`config.mk`:
```
export PLATFORM = sky130hd
export DESIGN_NAME = seq_mul37x22
export DESIGN_NICKNAME = d
export VERILOG_FILES = /design/src/rtl/seq_mul37x22.sv
export SDC_FILE = /design/constraint.sdc
export NUM_CORES = 1
export LEC_CHECK = 0
export CORE_MARGIN = 5
export CORE_UTILIZATION = 45
export DETAILED_ROUTE_END_ITERATION = 16
export GPL_TIMING_DRIVEN = 1
export PLACE_DENSITY = 0.69
export RECOVER_POWER = 100
export SETUP_SLACK_MARGIN = 0.4
export SLEW_MARGIN = 10
export SYNTH_ARGS = -nofsm -noshare
export SYNTH_HDL_FRONTEND = slang
export SYNTH_SLANG_ARGS = --single-unit
```
`constraint.sdc`:
```
create_clock -name clk -period 2.97 [get_ports clk]
set_clock_uncertainty 0.15 [all_clocks]
set_input_delay 0.594 -clock clk [delete_from_list [all_inputs] [get_ports clk]]
set_output_delay 0.594 -clock clk [all_outputs]
set_load 0.01 [all_outputs]
```
`src/rtl/seq_mul37x22.sv`:
```
// seq_mul37x22: radix-2 shift-add unsigned multiplier with addend pass-through (option: SEQ_MUL_EARLY_TERM_EN)
module seq_mul37x22 #(
    parameter int A_WIDTH = 37,
    parameter int B_WIDTH = 22
) (
    input  logic                       clk,
    input  logic                       reset,
    input  logic                       in_valid,
    output logic                       in_ready,
    input  logic [A_WIDTH-1:0]         in_a,
    input  logic [B_WIDTH-1:0]         in_b,
    input  logic [B_WIDTH-1:0]         in_addend,
    output logic                       out_valid,
    input  logic                       out_ready,
    output logic [A_WIDTH+B_WIDTH-1:0] out_product,
    output logic [B_WIDTH-1:0]         out_addend,
    output logic                       busy
);
    localparam int P  = A_WIDTH + B_WIDTH;
    localparam int CW = $clog2(B_WIDTH);
    localparam logic [1:0] IDLE = 2'd0;
    localparam logic [1:0] RUN  = 2'd1;
    localparam logic [1:0] DONE = 2'd2;
    logic [1:0]         state, state_nxt;
    logic [P-1:0]       a_sh, acc;
    logic [B_WIDTH-1:0] b_sh, addend_q;
    logic [CW-1:0]      cnt;
    logic               accept, last;
    assign in_ready    = state == IDLE;
    assign out_valid   = state == DONE;
    assign busy        = state != IDLE;
    assign out_product = acc;
    assign out_addend  = addend_q;
    assign accept      = in_valid && in_ready;
`ifdef SEQ_MUL_EARLY_TERM_EN
    assign last = (cnt == CW'(B_WIDTH - 1)) || (b_sh[B_WIDTH-1:1] == '0);
`else
    assign last = cnt == CW'(B_WIDTH - 1);
`endif
    // next state: accept from IDLE, iterate in RUN, hold result in DONE until taken
    always_comb begin
        state_nxt = (state == IDLE) ? (in_valid ? RUN : IDLE) :
                    (state == RUN)  ? (last ? DONE : RUN) :
                    (state == DONE) ? (out_ready ? IDLE : DONE) : IDLE;
    end
    // state register and shift-add datapath; reset discards any operation in flight
    always_ff @(posedge clk) begin
        if (reset) begin
            state    <= IDLE;
            a_sh     <= '0;
            b_sh     <= '0;
            acc      <= '0;
            cnt      <= '0;
            addend_q <= '0;
        end else begin
            state <= state_nxt;
            if (accept) begin
                a_sh     <= {{B_WIDTH{1'b0}}, in_a};
                b_sh     <= in_b;
                acc      <= '0;
                cnt      <= '0;
                addend_q <= in_addend;
            end else if (state == RUN) begin
                acc  <= b_sh[0] ? acc + a_sh : acc;
                a_sh <= a_sh << 1;
                b_sh <= b_sh >> 1;
                cnt  <= cnt + CW'(1);
            end
        end
    end
endmodule

```
; Word level (Yosys, flattened, before mapping)
; Cells that the tools add are included.
[classes]
n_addsub = 2
eq_ne = 3
mux = 10
reduce_logical = 6
[op_table]
columns = cell, n
row1 = two-way mux 37 bit, 2
row2 = adder 59 bit, 1
row3 = two-way mux 22 bit, 2
row4 = two-way mux 2 bit, 5
row5 = adder 5 x 1 -> 5 bit (second input constant), 1
row6 = == test 5 bit (second input constant), 1
row7 = nonzero test 2 bit, 2
row8 = == test 2 x 1 -> 1 bit (second input constant), 1
row9 = == test 2 bit (second input constant), 1
row10 = zero test 2 bit, 1
row11 = AND reduction 2 bit, 1
row12 = OR reduction 2 bit, 1
row13 = logical AND 1 bit, 1
row14 = two-way mux 1 bit, 1
[totals]
reg_bits = 169
in_bits = 85
out_inout_bits = 84
wordCells = 28

; Longest topological paths before layout
[logic_depth]
depth_word = 4
ltp_mapped = 13
ltp_nobuf = 13

; Least setup slack after synthesis
; OpenSTA, ideal clock, no wires.
[synth_timing]
path_kind = flip-flop to flip-flop
start = reg acc[0], in the netlist out_product[0]
end = reg acc[34], in the netlist out_product[34]
setup_ns = 0.117
arrival_ns = 2.937
required_time_ns = 2.703
slack_ns = -0.235
stages_incl_launch_ff = 14
path_buffers = 0
synth_period_minus_slack_ns = 3.205
path_cell_list = dfxtp_1 -> ha_1 -> inv_1 -> fa_1 -> nor2b_1 -> o31a_1 -> o31ai_4 -> nand3_2 -> a211o_1 -> a221o_1 -> a221oi_4 -> o211ai_2 -> a21o_1 -> a32o_1
[synth_between]
elab_chain_cells = 1
[synth_rtl]
columns = item, line
row1 = from (decl), 25  ; logic [P-1:0] a_sh, acc;
row2 = from (signal assigned), 64  ; acc <= b_sh[0] ? acc + a_sh : acc;
row3 = adder 59 bit, 64
; Every way passes these cells.
; A chain may end at the register's enable or synchronous reset.

; Final worst setup path
[layout_timing]
start = reg acc[0], in the netlist out_product[0]
end = reg acc[32], in the netlist out_product[32]
; The elaborated chain is that of the path after synthesis.

==> metrics.md <==
| Metric | Value |
|---|---|
| DRT Pass-1 Iters | `5` |
| Hold Crit Start | `out_addend[2]` |
| Endpoints failing setup | `28` |
| Core Area | `20400 um^2` |
| IO Count | `169` |
| Ant diodes | `0` |
| CTS tree | `yes` |
| Synth Net Count | `approximately 1400` |
| Final Max Tran Viols | `67` |
| Placement-stage cell area | `12500 um^2` |
| First-pass GRT wire length | `around 47000 um` |
| Hpwl dp | `20800 um` |
| Cell area after layout | `13700 um^2` |
| Achievable Freq | `about 300 MHz` |
| Critical Path Start | `out_product[0]` |
| Setup TNS | `-2.62 ns` |
| # DRC | `0` |
| Crit Path Category | `flop to flop` |
| Syn Area/Cell | `slightly below 8 um^2` |
| Hold Fails Final Rpt | `0` |
| WL final | `29700 um` |
| Synthesized cell area | `approximately 9400 um^2` |
| Worst Hold Class | `flop to flop` |
| Final core occ | `approximately two thirds` |
| FF-to-FF Start | `out_product[0]` |
| Number of synthesized register bits | `169` |
| Routed len/inst | `16.7 um` |
| Asr flop ratio synth | `0%` |
| Yosys cell types | `slightly above 60` |
| Area growth syn-to-layout | `46.4%` |
| Post-route minimum period | `3.26 ns` |
| Yosys warning count | `0` |
| Initial antenna violation count | `0` |
| Hold Buf Count CTS | `0` |
| Status | `complete, but fails checks` |
| All-layer global routing usage | `23.8%` |
| Clk pin slew, worst setup/hold paths | `0.07 ns` |
| Max VDD drop | `0.373 mV` |
| Top FF cell, synth | `dfxtp_1` |
| Final GP Congestion | `about 0.90` |
| Die Span Y | `154 um` |
| Most used cell, CP | `o21ai_1` |
| Row Count | `52` |
| PnR worst setup slack | `-0.291 ns` |
| Gr ovfl total | `0` |
| Post-synthesis sequential area ratio | `around 36%` |
| Die ar. | `about 24000 um^2` |
| TritonCTS Buffers | `17` |
| Commonest non-fill, non-tap cells in the layout | `nand2_1 (270), a21oi_1 (187), dfxtp_1 (145)` |
| Peak fanout along the critical path | `3` |
| Most common cell after layout, fill and taps aside | `nand2_1` |
| Latest clock arrival within the worst-skew pair | `about 0.44 ns` |
| Total clock sinks | `169` |
| Slowest stage cell, crit path | `a221o_1` |
| Via/cell ratio | `5.56` |
| Slew Limit Headroom | `-5.75%` |
| DRT antenna net count | `0` |
| Fillers | `1721` |
| Violated checks | `capacitance limit, slew limit, setup timing` |
| Final #Nets | `1638` |
| Vias | `9872` |
| Arrival time worst endpoint | `3.41 ns` |
| Width of the die | `154 um` |
| Delay of the slowest critical-path stage | `0.39 ns` |
| Post-synth EDFFs | `0` |
| # H-tree levels | `4` |
| Post-Layout Cell Count | `1775` |
| RSZ-0062 raised after global routing | `yes` |
| R2r setup slk | `-0.29 ns` |
| Port Buffers | `between 150 and 200` |
| Req. time, crit path | `3.12 ns` |
| Vias in the first global route | `9494` |
| Cell Chain, Critical Path | `ha_4 > inv_2 > fa_2 > nor2b_2 > o31a_1 > o31ai_4 > nand3_2 > a211o_1 > a221o_1 > a221oi_4 > buf_4 > o21ai_1 > xnor2_1 > o21ai_1` |
| CTS Root Buffer Type | `clkbuf_16` |
| Max-Cap Viols | `1` |
| Drt initial violations | `536` |
| Period Utilization, post-route | `110%` |
| Post-Synthesis Cells | `1218` |
| CP Capture Type | `flop` |
| Pwr Density | `399 nW/um^2` |
| Largest net degree at the start of global routing | `67` |
| Slew @ Worst Pin | `roughly 1.6 ns` |
| Share of post-route cells with drive strength above 1 | `around a fifth` |
| Inst Count DP | `1718` |
| Clock Path Buffers | `2` |
| Initial core utilization | `~46%` |
| Lkg Pwr | `5.67 nW` |
| Worst setup SP type | `flop` |
[path summary, 6_finish.rpt]
path,cells after the start,to
setup reg to reg,14,out_product[32]
hold reg to reg,2,out_addend[2]
hold / removal,2,out_addend[2]
setup / recovery,14,out_product[32]
[critical path, delay by kind of cell (launching register included)]
kind / cells / cell delay [ns]
buf+inv: 2 / 0.21
compound gates: 7 / 1.70
xor+xnor: 1 / 0.19
fa+ha+maj: 2 / 0.36
flops: 1 / 0.34
simple gates: 2 / 0.19
[synthesized netlist by cell type (14+ instances only)]
cell type  number  share of area, %
dfxtp_1       169                36
xnor2_1        25               2.3
nand2_1       272                11
inv_1          21              0.84
nor2_1         50               2.0
nand4_1        14              0.94
a22oi_1        57               4.6
a21o_1         42               3.4
xor2_1         19               1.8
ha_1           60               8.0
o21ai_0        45               2.4
a21oi_1       210                11
nand3_1        22               1.2
clkbuf_1       63               2.5
[final cells by class]
| type | instances | area, um^2 | area share, % |
|---|---|---|---|
| multi-input cells | 955 | 6290 | 45.9 |
| flip-flops and latches | 169 | 3430 | 25.0 |
| repair buffers | 328 | 2960 | 21.6 |
| clock buffers | 17 | 425 | 3.10 |
| well taps | 270 | 338 | 2.46 |
| clock inverters | 15 | 184 | 1.34 |
| inverters | 21 | 78.8 | 0.575 |
[stage by stage]
| step | power [mW] | hold WS, ns | setup WS [ns] |
|---|---|---|---|
| 5_1_grt | 5.67 | 0.323 | -0.458 |
| 3_5_place_dp | 3.17 | 0.297 | -0.229 |
| 6_report | 5.46 | 0.299 | -0.291 |
| 3_3_place_gp | 3.16 | 0.291 | -0.189 |
| 2_1_floorplan | 2.82 | 0.286 | -0.159 |
| 4_1_cts | 5.51 | 0.306 | -0.231 |
[routing by layer]
| layer | GRT usage, % | wire length, um | vias to the layer above |
|---|---|---|---|
| met2 | 40.0 | 14700 | 268 |
| met1 | 31.3 | 12900 | 4670 |
| met3 | 4.55 | 1530 | 55 |
| met5 | 0 | 0 | - |
| met4 | 6.77 | 600 | 0 |
| li1 | - | - | 4879 |
[sequential cells by signal, indices dropped and copies added, names as in the netlist]
| signal | flops |
|---|---|
| cnt | 5 |
| a_sh | 59 |
| out_product | 59 |
| b_sh | 22 |
| state | 2 |
| out_addend | 22 |
[cell families after synthesis]
| logic type | after synthesis | share of synthesized area [%] |
|---|---|---|
| AO/OA/AOI/OAI | 427 | 28.0 |
| XOR/XNOR | 44 | 4.12 |
| adder cells (fa/ha/maj) | 61 | 8.23 |
| buffers and inverters | 94 | 3.86 |
| flip-flops | 169 | 36.1 |
| multiplexers | 1 | 0.107 |
| AND/OR/NAND/NOR | 422 | 19.6 |
[report_power, final]
group / internal (mW) / switching [mW]
Clock: 1.28 / 1.06
Combinational: 0.344 / 0.380
Sequential: 2.34 / 0.0558
[timing repair]
item                       CTS  global route
setup buffers               16             9
hold endpoints to repair     0             0
pin swaps                   40            26
setup endpoints to repair   38            45
gates resized for setup     73            46
(Power assumes the default switching activity.)
